### src/rtl/div_seq.sv
// Multi-cycle restoring divider for the EX stage: signed/unsigned 32-bit divide
// producing {remainder, quotient}, with pipeline stall request and flush annulment.
module div_seq #(
  parameter int unsigned DATA_W = 32
) (
  input  logic                  clk,
  input  logic                  rst,
  input  logic                  signed_div_i,
  input  logic [DATA_W-1:0]     opdata1_i,
  input  logic [DATA_W-1:0]     opdata2_i,
  input  logic                  start_i,
  input  logic                  annul_i,
  output logic [2*DATA_W-1:0]   result_o,
  output logic                  ready_o,
  output logic                  stallreq_o
);

  localparam int unsigned WORK_W = 2 * DATA_W;
  localparam int unsigned CNT_W  = $clog2(DATA_W);
  localparam logic [CNT_W-1:0] CNT_LAST = CNT_W'(DATA_W - 1);

  typedef enum logic [1:0] {
    S_IDLE,
    S_BYZERO,
    S_ON,
    S_END
  } state_t;

  state_t                r_state, w_state_nxt;
  logic [CNT_W-1:0]      r_cnt, w_cnt_nxt;
  logic [WORK_W-1:0]     r_work, w_work_nxt;
  logic [DATA_W-1:0]     r_divisor, w_divisor_nxt;
  logic                  r_quo_neg, w_quo_neg_nxt;
  logic                  r_rem_neg, w_rem_neg_nxt;
  logic [2*DATA_W-1:0]   r_result, w_result_nxt;
  logic                  r_ready, w_ready_nxt;

  logic [DATA_W-1:0]     w_op1_abs;
  logic [DATA_W-1:0]     w_op2_abs;
  logic [DATA_W:0]       w_diff;
  logic [WORK_W:0]       w_step;
  logic [DATA_W-1:0]     w_quo_raw;
  logic [DATA_W-1:0]     w_rem_raw;
  logic [DATA_W-1:0]     w_quo;
  logic [DATA_W-1:0]     w_rem;

  // Operand magnitudes; unsigned operands pass through untouched.
  assign w_op1_abs = (signed_div_i && opdata1_i[DATA_W-1]) ? (~opdata1_i + DATA_W'(1)) : opdata1_i;
  assign w_op2_abs = (signed_div_i && opdata2_i[DATA_W-1]) ? (~opdata2_i + DATA_W'(1)) : opdata2_i;

  // One restoring step. Work layout: partial remainder above bit DATA_W,
  // remaining dividend bits below it, quotient bits shifting in at bit 0.
  // The always-zero top bit of the full work word is not stored.
  assign w_diff = {1'b0, r_work[WORK_W-1:DATA_W]} - {1'b0, r_divisor};
  assign w_step = w_diff[DATA_W] ? {r_work, 1'b0}
                                 : {w_diff[DATA_W-1:0], r_work[DATA_W-1:0], 1'b1};

  assign w_quo_raw = w_step[DATA_W-1:0];
  assign w_rem_raw = w_step[WORK_W:DATA_W+1];
  assign w_quo     = r_quo_neg ? (~w_quo_raw + DATA_W'(1)) : w_quo_raw;
  assign w_rem     = r_rem_neg ? (~w_rem_raw + DATA_W'(1)) : w_rem_raw;

  // State and datapath registers.
  always_ff @(posedge clk or posedge rst) begin
    if (rst) begin
      r_state   <= S_IDLE;
      r_cnt     <= '0;
      r_work    <= '0;
      r_divisor <= '0;
      r_quo_neg <= 1'b0;
      r_rem_neg <= 1'b0;
      r_result  <= '0;
      r_ready   <= 1'b0;
    end else begin
      r_state   <= w_state_nxt;
      r_cnt     <= w_cnt_nxt;
      r_work    <= w_work_nxt;
      r_divisor <= w_divisor_nxt;
      r_quo_neg <= w_quo_neg_nxt;
      r_rem_neg <= w_rem_neg_nxt;
      r_result  <= w_result_nxt;
      r_ready   <= w_ready_nxt;
    end
  end

  // Next-state and next-datapath logic.
  always_comb begin
    w_state_nxt   = r_state;
    w_cnt_nxt     = r_cnt;
    w_work_nxt    = r_work;
    w_divisor_nxt = r_divisor;
    w_quo_neg_nxt = r_quo_neg;
    w_rem_neg_nxt = r_rem_neg;
    w_result_nxt  = r_result;
    w_ready_nxt   = r_ready;

    case (r_state)
      S_IDLE: begin
        if (start_i && !annul_i) begin
          if (opdata2_i == '0) begin
            w_state_nxt = S_BYZERO;
          end else begin
            w_state_nxt   = S_ON;
            w_work_nxt    = {{(DATA_W-1){1'b0}}, w_op1_abs, 1'b0};
            w_divisor_nxt = w_op2_abs;
            w_quo_neg_nxt = signed_div_i && (opdata1_i[DATA_W-1] ^ opdata2_i[DATA_W-1]);
            w_rem_neg_nxt = signed_div_i && opdata1_i[DATA_W-1];
            w_cnt_nxt     = '0;
          end
        end
      end

      S_BYZERO: begin
        if (annul_i) begin
          w_state_nxt = S_IDLE;
        end else begin
          w_state_nxt  = S_END;
          w_result_nxt = '0;
          w_ready_nxt  = 1'b1;
        end
      end

      S_ON: begin
        if (annul_i) begin
          w_state_nxt = S_IDLE;
          w_cnt_nxt   = '0;
        end else begin
          w_work_nxt = w_step[WORK_W-1:0];
          w_cnt_nxt  = r_cnt + CNT_W'(1);
          if (r_cnt == CNT_LAST) begin
            w_state_nxt  = S_END;
            w_result_nxt = {w_rem, w_quo};
            w_ready_nxt  = 1'b1;
          end
        end
      end

      S_END: begin
        if (!start_i || annul_i) begin
          w_state_nxt  = S_IDLE;
          w_result_nxt = '0;
          w_ready_nxt  = 1'b0;
        end
      end

      default: begin
        w_state_nxt = S_IDLE;
      end
    endcase
  end

  // Stall drops in END so EX advances in the cycle the result is presented.
  assign stallreq_o = ((r_state == S_IDLE) && start_i && !annul_i)
                   || (r_state == S_BYZERO)
                   || (r_state == S_ON);

  assign result_o = r_result;
  assign ready_o  = r_ready;

endmodule

### config.mk
export PLATFORM = sky130hd
export DESIGN_NAME = div_seq
export DESIGN_NICKNAME = d
export VERILOG_FILES = /design/src/rtl/div_seq.sv
export SDC_FILE = /design/constraint.sdc
export NUM_CORES = 1
export LEC_CHECK = 0
export CAP_MARGIN = 20
export CORE_AREA = 2 2 180 138
export CTS_CLUSTER_SIZE = 25
export DETAILED_ROUTE_END_ITERATION = 8
export DIE_AREA = 0 0 182 140
export GPL_TIMING_DRIVEN = 0
export PLACE_DENSITY = 0.77
export SLEW_MARGIN = 15
export SYNTH_ARGS = -nofsm -noshare
export SYNTH_HDL_FRONTEND = slang
export SYNTH_SLANG_ARGS = --single-unit
### constraint.sdc
create_clock -name clk -period 5.35 [get_ports clk]
set_input_delay 1.07 -clock clk [delete_from_list [all_inputs] [get_ports clk]]
set_output_delay 1.07 -clock clk [all_outputs]
set_load 0.05 [all_outputs]
* Yosys cells after proc, flatten, opt, wreduce, memory -nomap -nowiden
Index checks and enable logic that the tools add are counted.
Word-level totals: bits in registers 170, bits in latches 0, memory bits (writable) 0, bits in read-only memories 0, input bits 69, output and inout port bits 66, word-level logic and storage cells 81, memories kept 0
Operators by class: $add $sub $neg 6, $mul 0, div/mod/pow operators 0, magnitude comparators 0, eq/ne operators 11, shift-type cells 0, mux-type cells 30, bitwise logic cells 6, reductions and logical operators 20
Operator list (count):
- $mux W64 | 7
- $pmux W64 S3 | 1
- $add A32 B1 Y32 const B | 4
- $mux W32 | 4
- $not A32 Y32 | 4
- $pmux W64 S2 | 1
- $mux W65 | 1
- $sub A32 B32 Y33 | 1
- $logic_not A32 Y1 | 1
- $mux W5 | 3
- $mux W2 | 6
- $ne A2 B2 Y1 const B | 6
- $pmux W5 S2 | 1
- $reduce_and A3 Y1 | 3
- $pmux W2 S4 | 1
- $logic_and A1 B1 Y1 | 6
- $add A5 B1 Y5 const B | 1
- $eq A5 B5 Y1 const B | 1
- $reduce_and A5 Y1 | 1
- $eq A2 B2 Y1 const B | 2
- $mux W1 | 4
- $reduce_and A4 Y1 | 1
- $logic_or A1 B1 Y1 | 3
- $ne A3 B3 Y1 const B | 1
- 8 further kinds | 9

* Logic depth before layout (Yosys ltp)
Gate-level depths: netlist of the first run.
word-level depth 8, mapped depth 22, gate-level depth less buffers 18

* Least setup slack after synthesis of the first run
No wires, ideal clock.
path kind flip-flop to flip-flop, start reg r_work[32], end reg r_result[56] (netlist: result_o[56]), library setup time 130 ps, arrival 4548 ps, data required time 5220 ps, slack 672 ps, cell stages (with the launch flop) 22, path buffers 3, clock period less this slack 4678 ps, cell sequence dfrtp_1 -> inv_1 -> ha_1 -> fa_1 -> nor2b_1 -> o31ai_1 -> a211oi_2 -> o21a_1 -> o21ai_4 -> nand2_4 -> buf_6 -> clkbuf_1 -> buf_1 -> nand2_1 -> o21ai_0 -> ha_1 -> inv_1 -> o41ai_4 -> o2111ai_1 -> o41ai_2 -> xnor2_1 -> o21ai_1
Between the ends: cells in the longest elaborated chain, start to end 8
RTL lines:
- start: declaration | RTL line 31 | logic [WORK_W-1:0] r_work, w_work_nxt;
- start signal: assignment | RTL line 77 | r_work <= w_work_nxt;
- $sub A32 B32 Y33 | RTL line 54 | assign w_diff = {1'b0, r_work[WORK_W-1:DATA_W]} - {1'b0, r_divisor};
- $mux W65 * | RTL line 55 | assign w_step = w_diff[DATA_W] ? {r_work, 1'b0}
- $not A32 Y32 | RTL line 61 | assign w_rem = r_rem_neg ? (~w_rem_raw + DATA_W'(1)) : w_rem_raw;
- $add A32 B1 Y32 | RTL line 61
- $mux W32 * | RTL line 61
- $mux W64 * | RTL line 130 | if (r_cnt == CNT_LAST) begin
- $mux W64 * | RTL line 124 | if (annul_i) begin
- $pmux W64 S3 * | RTL line 97 | case (r_state)
- end signal: assignment | RTL line 81 | r_result <= w_result_nxt;
- end: declaration | RTL line 35 | logic [2*DATA_W-1:0] r_result, w_result_nxt;
Every way passes the cells marked *; elsewhere a longest branch is shown, timed or not. The select of a mux whose other input is x is not followed. A chain may end at the register's enable or synchronous reset.

* Worst setup path in the final report of the first run
start reg r_work[45], end reg r_result[60] (netlist: result_o[60])
Same word-level chain as after synthesis.

==> metrics.yaml, run 1 <==
floorplanning:
  row_count: 49
  die_area_um2: 25500
  die_x_um: 182
  die_h_um: 140
  initial_core_util: 0.516
  core_area_um2: 23700
  ios: 135
min_path:
  holdCritPathClass: "flop to flop"
power_and_ir_drop:
  p_total_mw: 9.98
  peakVddDrop_mv: 0.350
  leakagePower_nw: 6.18
  power_per_cell_area_nw_per_um2: 678
sta:
  drv_slew: 0
  timing.final.crit_share: 0.970
  setup_violations: 0
  slew_headroom: 0.344
  tightest_slew_ns: 0.979
  skew_ns: 0.0124
  min_period_ns: 5.19
  finalHoldViolCount: 0
  timing.fmax_mhz: 193
worst_setup_path:
  critical_path_class: "flop to flop"
  arrival_ns: 5.50
  critPathCaptureType: "flop"
  worstPathMaxFanout: 10
  required_ns: 5.66
  critPathLaunchType: "flop"
placed_design:
  numPortBuffers: 133
  place_area_um2: 14000
  place_congestion: 0.951
  post-dp-hpwl_mm: 30.1
clocking:
  clk_pin_slew_ns: 0.08
  max-clock-path-buffers: 2
  cts_tree: "built"
  insertion_delay_ns: 0.44
  clkSinkCount: 170
  cts_root_buf: "clkbuf_16"
  cts_made_buffers: 17
  hold_buffers: 0
  cts_max_level: 4
grt:
  antenna_found_initial: 1
  gr-total-overflow: 0
  grt_max_degree: 36
  grt_pass1_vias: 10700
  grt_use_total: 0.299
  grt_pass1_wl_mm: 59.9
route:
  drt_wl_total_mm: 37.7
  avgViaCountPerCell: 6.01
  ant_nets: 0
  drc_errors: 0
  post_drt_wl_per_cell_um: 19.0
  drt_iter0_markers: 1386
  drt_pass1_iterations: 6
  num_vias: 11900
yosys:
  synth-async-reset-ratio: 1.00
  synth_fa_ha_area_frac: 0.0447
  yosys.area_share.simple: 0.198
  synth_area_leaders: "dfrtp_1 (35%), o21ai_0 (7.7%), nand2_1 (7.1%)"
  synth-xor-area-share: 0.0933
  synth_area_per_cell_um2: 8.10
  synth_compound_area_frac: 0.241
  synth_top_family_by_area: "compound AO/OA/AOI/OAI gates"
  synth_cells: 1506
  ys_ff_latch: 170
  synth.distinct_cells: 84
  yosysSeqAreaShare: 0.349
  muxShareOfSynthArea: 0.0219
  synth_top_area_frac: 0.349
  yosysWarnings: 0
  synth_edf_count: 0
  synth.largest_area_cell: "dfrtp_1"
  synth_ff_type: "dfrtp_1"
  syn_area_um2: 12200
  synthesis.nets: 1618
finish:
  final_cell_mix: "nand2_1 (231), o21ai_0 (185), dfrtp_1 (170)"
  nNetsFinal: 1775
  fillers: 2096
  drive_above_1_share: 0.0668
  area_delta_synth_final_pct: 20.6
  finish.instance_area_um2: 14700
  antenna_cells: 0
  mostFrequentLayoutCell: "nand2_1"
flow_run:
  maxCapViolations: 0
run_status:
  status: "finished clean"
-- per-stage QoR --
step            TNS, ns  std cells  setup WS (ns)  hold slack, ns   util
3_5_place_dp      -9.23       1950          -1.02           0.472  0.593
2_1_floorplan         0       1506          0.672           0.450      -
5_1_grt        -0.00706       1982       -0.00706           0.513  0.622
6_report              0       1982          0.161           0.482  0.622
4_1_cts               0       1981         0.0608           0.489  0.620
3_3_place_gp      -8.24       1945         -0.947           0.462  0.588
-- per-layer routing --
metal / part of all wire / GRT usage
met5: 0 / 0
met4: 0.012 / 0.0543
met3: 0.12 / 0.0738
met2: 0.39 / 0.402
met1: 0.48 / 0.479
-- kinds of logic (layout without fill, tap and decap cells) --
kind of cell               Yosys count  after routing
buffers and inverters              148            318
AOI/OAI and AO/OA                  472            472
DFF                                170            170
adders and majority gates           43             43
muxes                               26             26
and+or+nand+nor                    517            517
xor gates and xnor gates           130            130
-- registers in the layout, summed over array words and instances, names as in the netlist --
| name | count |
|---|---|
| r_work | 64 |
| r_rem_neg | 1 |
| r_cnt | 5 |
| r_divisor | 32 |
| r_quo_neg | 1 |
| ready_o | 1 |
| r_state | 2 |
| result_o | 64 |
-- report_power, final --
part           internal (mW)  switching (mW)
Combinational           2.20            4.33
Sequential              1.74           0.447
Clock                  0.632           0.625
Total                   4.58            5.40
-- cells in the mapped netlist, drive strengths merged (5+ instances only) --
library cell,n
ha,42
buf,25
nand2b,6
a21oi,110
dfrtp,170
or2,8
o211ai,5
xor2,65
a31oi,9
o2111ai,7
and3,9
a22oi,5
nand4,15
nor3,41
a21o,17
clkbuf,60
nor4,14
o41ai,17
o31ai,37
o21ai,205
nor2,98
or4,11
nand3,26
a22o,7
xnor2,65
a211oi,8
or3,25
nor2b,12
mux2i,23
o21a,7
inv,63
and2,6
nand2,234
-- worst max-delay path, stage by stage (launching register included) --
cell,delay (ns)
dfrtp_1,0.48
ha_1,0.32
buf_2,0.17
a21oi_1,0.21
o21a_1,0.19
nor3_1,0.08
or4_4,0.52
o21ai_4,0.32
nand2_4,0.14
buf_6,0.21
clkbuf_4,0.20
buf_6,0.18
o21ai_4,0.27
ha_2,0.29
inv_1,0.09
o41ai_4,0.28
buf_4,0.20
o2111ai_2,0.15
o41ai_2,0.45
xnor2_1,0.21
o21ai_1,0.08
-- area by class of cell --
cell class	instances	area, um^2	share of cell area
plain buffers	83	402	0.0273
clock buffers	17	425	0.0289
clock inverters	15	176	0.0120
inverters	63	240	0.0163
multi-input cells	1188	7390	0.502
flip-flops and latches	170	4250	0.289
well taps	306	383	0.0260
repair buffers	140	1450	0.0983
-- final timing paths --
| kind | cells after the start | to | from | slack, ns |
|---|---|---|---|---|
| hold / removal | 2 | result_o[16] | result_o[16] | 0.48 |
| hold reg to reg | 2 | result_o[16] | result_o[16] | 0.48 |
| min in group asynchronous | 2 | result_o[14] | rst | 0.89 |
| max in group asynchronous | 4 | r_divisor[14] | rst | 3.75 |
| setup / recovery | 20 | result_o[60] | r_work[45] | 0.16 |
| setup reg to reg | 20 | result_o[60] | r_work[45] | 0.16 |
-- what timing repair did --
action | CTS | global route
setup buffers | 0 | 2
setup endpoints to repair | 13 | 13
resized for setup | 11 | 9
pin swaps | 1 | 2
Note: power is estimated with default switching activity, not from simulation.
==> inputs of run 2 (changes only) <==
CTS_CLUSTER_DIAMETER = 30   (was default)
GPL_ROUTABILITY_DRIVEN = 0   (was default)
==> metrics.yaml, run 2 (synthesis gave the netlist of run 1 again) <==
run_status:
  status: "finished clean"
floorplanning:
  ios: 135
  core_area_um2: 23700
  initial_core_util: 0.516
  row_count: 49
  die_x_um: 182
  die_h_um: 140
  die_area_um2: 25500
grt:
  gr-total-overflow: 0
  antenna_found_initial: 0
  grt_pass1_vias: 11000
  grt_max_degree: 38
  grt_pass1_wl_mm: 59.4
  grt_use_total: 0.294
flow_run:
  maxCapViolations: 0
placed_design:
  post-dp-hpwl_mm: 29.5
  numPortBuffers: 133
  place_area_um2: 14000
clocking:
  clkSinkCount: 170
  insertion_delay_ns: 0.45
  clk_pin_slew_ns: 0.08
  cts_root_buf: "clkbuf_16"
  cts_tree: "built"
  max-clock-path-buffers: 2
  cts_max_level: 4
  cts_made_buffers: 17
sta:
  timing.final.crit_share: 0.970
  rsz0062_at_grt: "no"
  finalHoldViolCount: 0
  drv_slew: 0
  tightest_slew_ns: 0.982
  setup_violations: 0
  setup_tns_ns: 0
  slew_headroom: 0.341
  timing.hold.ws_ns: 0.479
  min_period_ns: 5.19
  timing.fmax_mhz: 193
  skew_ns: 0.0132
route:
  drc_errors: 0
  drt_pass1_iterations: 5
  num_vias: 12000
  ant_nets: 0
  drt_wl_total_mm: 37.3
  avgViaCountPerCell: 6.08
  post_drt_wl_per_cell_um: 18.8
  drt_iter0_markers: 1450
finish:
  nNetsFinal: 1775
  antenna_cells: 0
  finish.instance_area_um2: 14700
  fin_util: 0.621
  area_delta_synth_final_pct: 20.5
  mostFrequentLayoutCell: "nand2_1"
  drive_above_1_share: 0.0656
  final_cell_mix: "nand2_1 (231), o21ai_0 (185), dfrtp_1 (170)"
worst_setup_path:
  critical_path_class: "flop to flop"
  worstPathMaxFanout: 10
  critPathLaunchType: "flop"
  required_ns: 5.67
  arrival_ns: 5.51
  critPathCaptureType: "flop"
power_and_ir_drop:
  peakVddDrop_mv: 0.336
  power_per_cell_area_nw_per_um2: 677
  leakagePower_nw: 6.19
min_path:
  holdCritPathClass: "flop to flop"
==> run 2: path summary, 6_finish.rpt <==
path	startpoint	endpoint	slack (ns)	depth (start not counted)
max in group asynchronous	rst	r_divisor[18]	3.47	4
worst max-delay path	r_work[45]	result_o[60]	0.16	20
min in group asynchronous	rst	result_o[15]	1.03	2
worst min register to register	r_divisor[25]	r_divisor[25]	0.48	2
worst min-delay path	r_divisor[25]	r_divisor[25]	0.48	2
worst max register to register	r_work[45]	result_o[60]	0.16	20
==> run 2: layer usage <==
metal / wire (um) / vias up / GRT usage / share of wire
li1: - / 5670 / - / -
met1: 17100 / 5639 / 0.453 / 0.46
met2: 14800 / 694 / 0.408 / 0.40
met3: 4900 / 44 / 0.0801 / 0.13
met4: 503 / 0 / 0.0590 / 0.013
met5: 0 / - / 0 / 0
==> run 2: area by class of cell <==
type	count	area, um^2
Timing Repair Buffer	140	1460
Inverter	63	240
Fill cell	2029	8960
Multi-Input combinational cell	1188	7370
Clock buffer	17	425
Sequential cell	170	4250
Tap cell	306	383
Clock inverter	15	171
Buffer	83	399
==> run 2: power by group <==
group | leakage, nW | switching (mW) | total [mW] | internal, mW
combinational | 3.68 | 4.32 | 6.51 | 2.19
clock | 0.289 | 0.619 | 1.25 | 0.632
sequential | 2.21 | 0.445 | 2.19 | 1.74
total | 6.19 | 5.39 | 9.95 | 4.56
==> run 2: critical path: stages, from the launching register on <==
cell       delay, ns
dfrtp_1         0.49
ha_1            0.32
buf_2           0.17
a21oi_1         0.23
o21a_1          0.19
nor3_1          0.09
or4_4           0.51
o21ai_4         0.28
nand2_4         0.14
buf_6           0.23
clkbuf_2        0.22
buf_6           0.21
o21ai_4         0.26
ha_2            0.28
inv_1           0.09
o41ai_4         0.21
buf_4           0.21
o2111ai_2       0.16
o41ai_2         0.45
xnor2_1         0.22
o21ai_1         0.09
==> run 2: what timing repair did <==
action,in CTS,in global routing
hold buffers,0,0
buffers inserted,0,1
gates resized for setup,8,9
pin swaps,0,2
endpoints found under the setup margin,13,13
==> run 2: metrics by stage <==
step           power [mW]  cells  setup WS [ns]
4_1_cts              9.72   1982        0.00112
6_report             9.95   1982          0.161
2_1_floorplan        6.53   1506          0.672
3_5_place_dp         8.41   1951         -0.872
3_3_place_gp         8.25   1945         -0.857
5_1_grt              10.6   1982       0.000990
==> inputs of run 3 (changes only) <==
CAP_MARGIN = 15   (was 20)
==> metrics.yaml, run 3 (synthesis gave the netlist of run 1 again) <==
clocking:
  cts_made_buffers: 17
  clkSinkCount: 170
  insertion_delay_ns: 0.44
  cts_max_level: 4
  max-clock-path-buffers: 2
  cts_tree: "built"
  hold_buffers: 0
  cts_root_buf: "clkbuf_16"
  clk_pin_slew_ns: 0.08
flow_run:
  maxCapViolations: 0
placed_design:
  placedCellCount: 1950
  post-dp-hpwl_mm: 29.6
  place_area_um2: 14000
  numPortBuffers: 133
  pre_cts_ws_ns: -0.851
floorplanning:
  initial_core_util: 0.516
  die_h_um: 140
  row_count: 49
  die_x_um: 182
  core_area_um2: 23700
  ios: 135
  die_area_um2: 25500
route:
  num_vias: 12000
  avgViaCountPerCell: 6.05
  drc_errors: 0
  post_drt_wl_per_cell_um: 18.8
  drt_wl_total_mm: 37.1
  drt_pass1_iterations: 6
  drt_iter0_markers: 1460
  ant_nets: 0
sta:
  timing.fmax_mhz: 190
  drv_slew: 0
  setup_slack_ns: 0.0990
  setup_tns_ns: 0
  slew_headroom: 0.322
  min_period_ns: 5.25
  timing.final.crit_share: 0.981
  setup_violations: 0
  skew_ns: 0.0129
  finalHoldViolCount: 0
  tightest_slew_ns: 1.01
grt:
  grt_pass1_vias: 10900
  grt_busiest_layer: "met1"
  gr-total-overflow: 0
  met3_usage: 0.0853
  grt_use_total: 0.290
  antenna_found_initial: 0
  met1_usage: 0.447
  grt_max_degree: 38
  grtUsageMet2: 0.395
  grt_pass1_wl_mm: 58.7
worst_setup_path:
  arrival_ns: 5.56
  reg2reg_depth: 19
  worstReg2RegStart: "r_work[45]"
  crit_slowest_cell: "or4_4"
  cp-endpoint: "result_o[60]"
  r2r_end: "result_o[60]"
  worstPathMaxFanout: 10
  critical_path_class: "flop to flop"
  crit_start: "r_work[45]"
  critPathCaptureType: "flop"
  worstPathCellList: "ha_1, buf_2, a21oi_1, o21a_1, nor3_1, or4_4, o21ai_4, nand2_4, buf_6, clkbuf_4, buf_6, o21ai_4, ha_2, inv_1, o41ai_4, o2111ai_2, o41ai_2, xnor2_1, o21ai_1"
  slowest_delay_ns: 0.52
  required_ns: 5.66
  critPathLaunchType: "flop"
  rrSetupSlack_ns: 0.1
min_path:
  holdCritPathClass: "flop to flop"
  whs_path_depth: 2
finish:
  final_cell_mix: "nand2_1 (231), o21ai_0 (185), dfrtp_1 (170)"
  area_delta_synth_final_pct: 20.5
  finish.instance_area_um2: 14700
  fin_cells: 1980
  fin_util: 0.621
  antenna_cells: 0
  nNetsFinal: 1773
  mostFrequentLayoutCell: "nand2_1"
  drive_above_1_share: 0.0657
  fillers: 2036
run_status:
  status: "finished clean"
power_and_ir_drop:
  power_per_cell_area_nw_per_um2: 677
  peakVddDrop_mv: 0.318
  leakagePower_nw: 6.18
==> run 3: worst min-delay path by stage <==
stage                       start  slack (ns)       endpoint
floorplan           r_divisor[25]        0.45  r_divisor[25]
global placement       r_work[31]        0.46     r_work[31]
detailed placement   result_o[53]        0.47   result_o[53]
global route         result_o[18]        0.51   result_o[18]
finish               result_o[40]        0.48   result_o[40]
CTS                  result_o[53]        0.49   result_o[53]
==> run 3: area by class of cell <==
cell class                      instances  area, um^2  share of cell area
Clock inverter                         15         175              0.0119
Tap cell                              306         383              0.0260
Clock buffer                           17         425              0.0289
Multi-Input combinational cell       1188        7380               0.502
Sequential cell                       170        4250               0.289
Buffer                                 82         398              0.0271
Timing Repair Buffer                  139        1450              0.0989
Inverter                               63         240              0.0163
==> run 3: through the flow <==
step / total power, mW / hold slack [ns]
5_1_grt: 10.6 / 0.510
4_1_cts: 9.72 / 0.487
3_5_place_dp: 8.42 / 0.471
2_1_floorplan: 6.53 / 0.450
3_3_place_gp: 8.25 / 0.462
6_report: 9.95 / 0.480
==> run 3: report_power, final <==
group / total (mW) / switching, mW / internal, mW
clock network: 1.26 / 0.624 / 0.632
registers: 2.19 / 0.443 / 1.74
logic: 6.51 / 4.32 / 2.19
total: 9.95 / 5.38 / 4.57
==> run 3: critical path: cells and delay by family, from the launching register on <==
| family | cells | cell delay [ns] |
|---|---|---|
| AND/OR/NAND/NOR | 3 | 0.73 |
| XOR/XNOR | 1 | 0.21 |
| adder cells (fa/ha/maj) | 2 | 0.62 |
| AO/OA/AOI/OAI | 8 | 2.20 |
| flip-flops | 1 | 0.48 |
| buffers and inverters | 5 | 0.87 |
==> run 3: what timing repair did <==
item	CTS	global route
pin swaps	0	1
endpoints found under the hold margin	0	0
resized for setup	8	11
setup endpoints to repair	13	13
buffers inserted	0	1
==> run 3: routing by layer <==
| metal | vias to the layer above | wire (um) |
|---|---|---|
| met3 | 45 | 4630 |
| met5 | - | 0 |
| met4 | 0 | 563 |
| li1 | 5664 | - |
| met1 | 5622 | 17300 |
| met2 | 652 | 14600 |
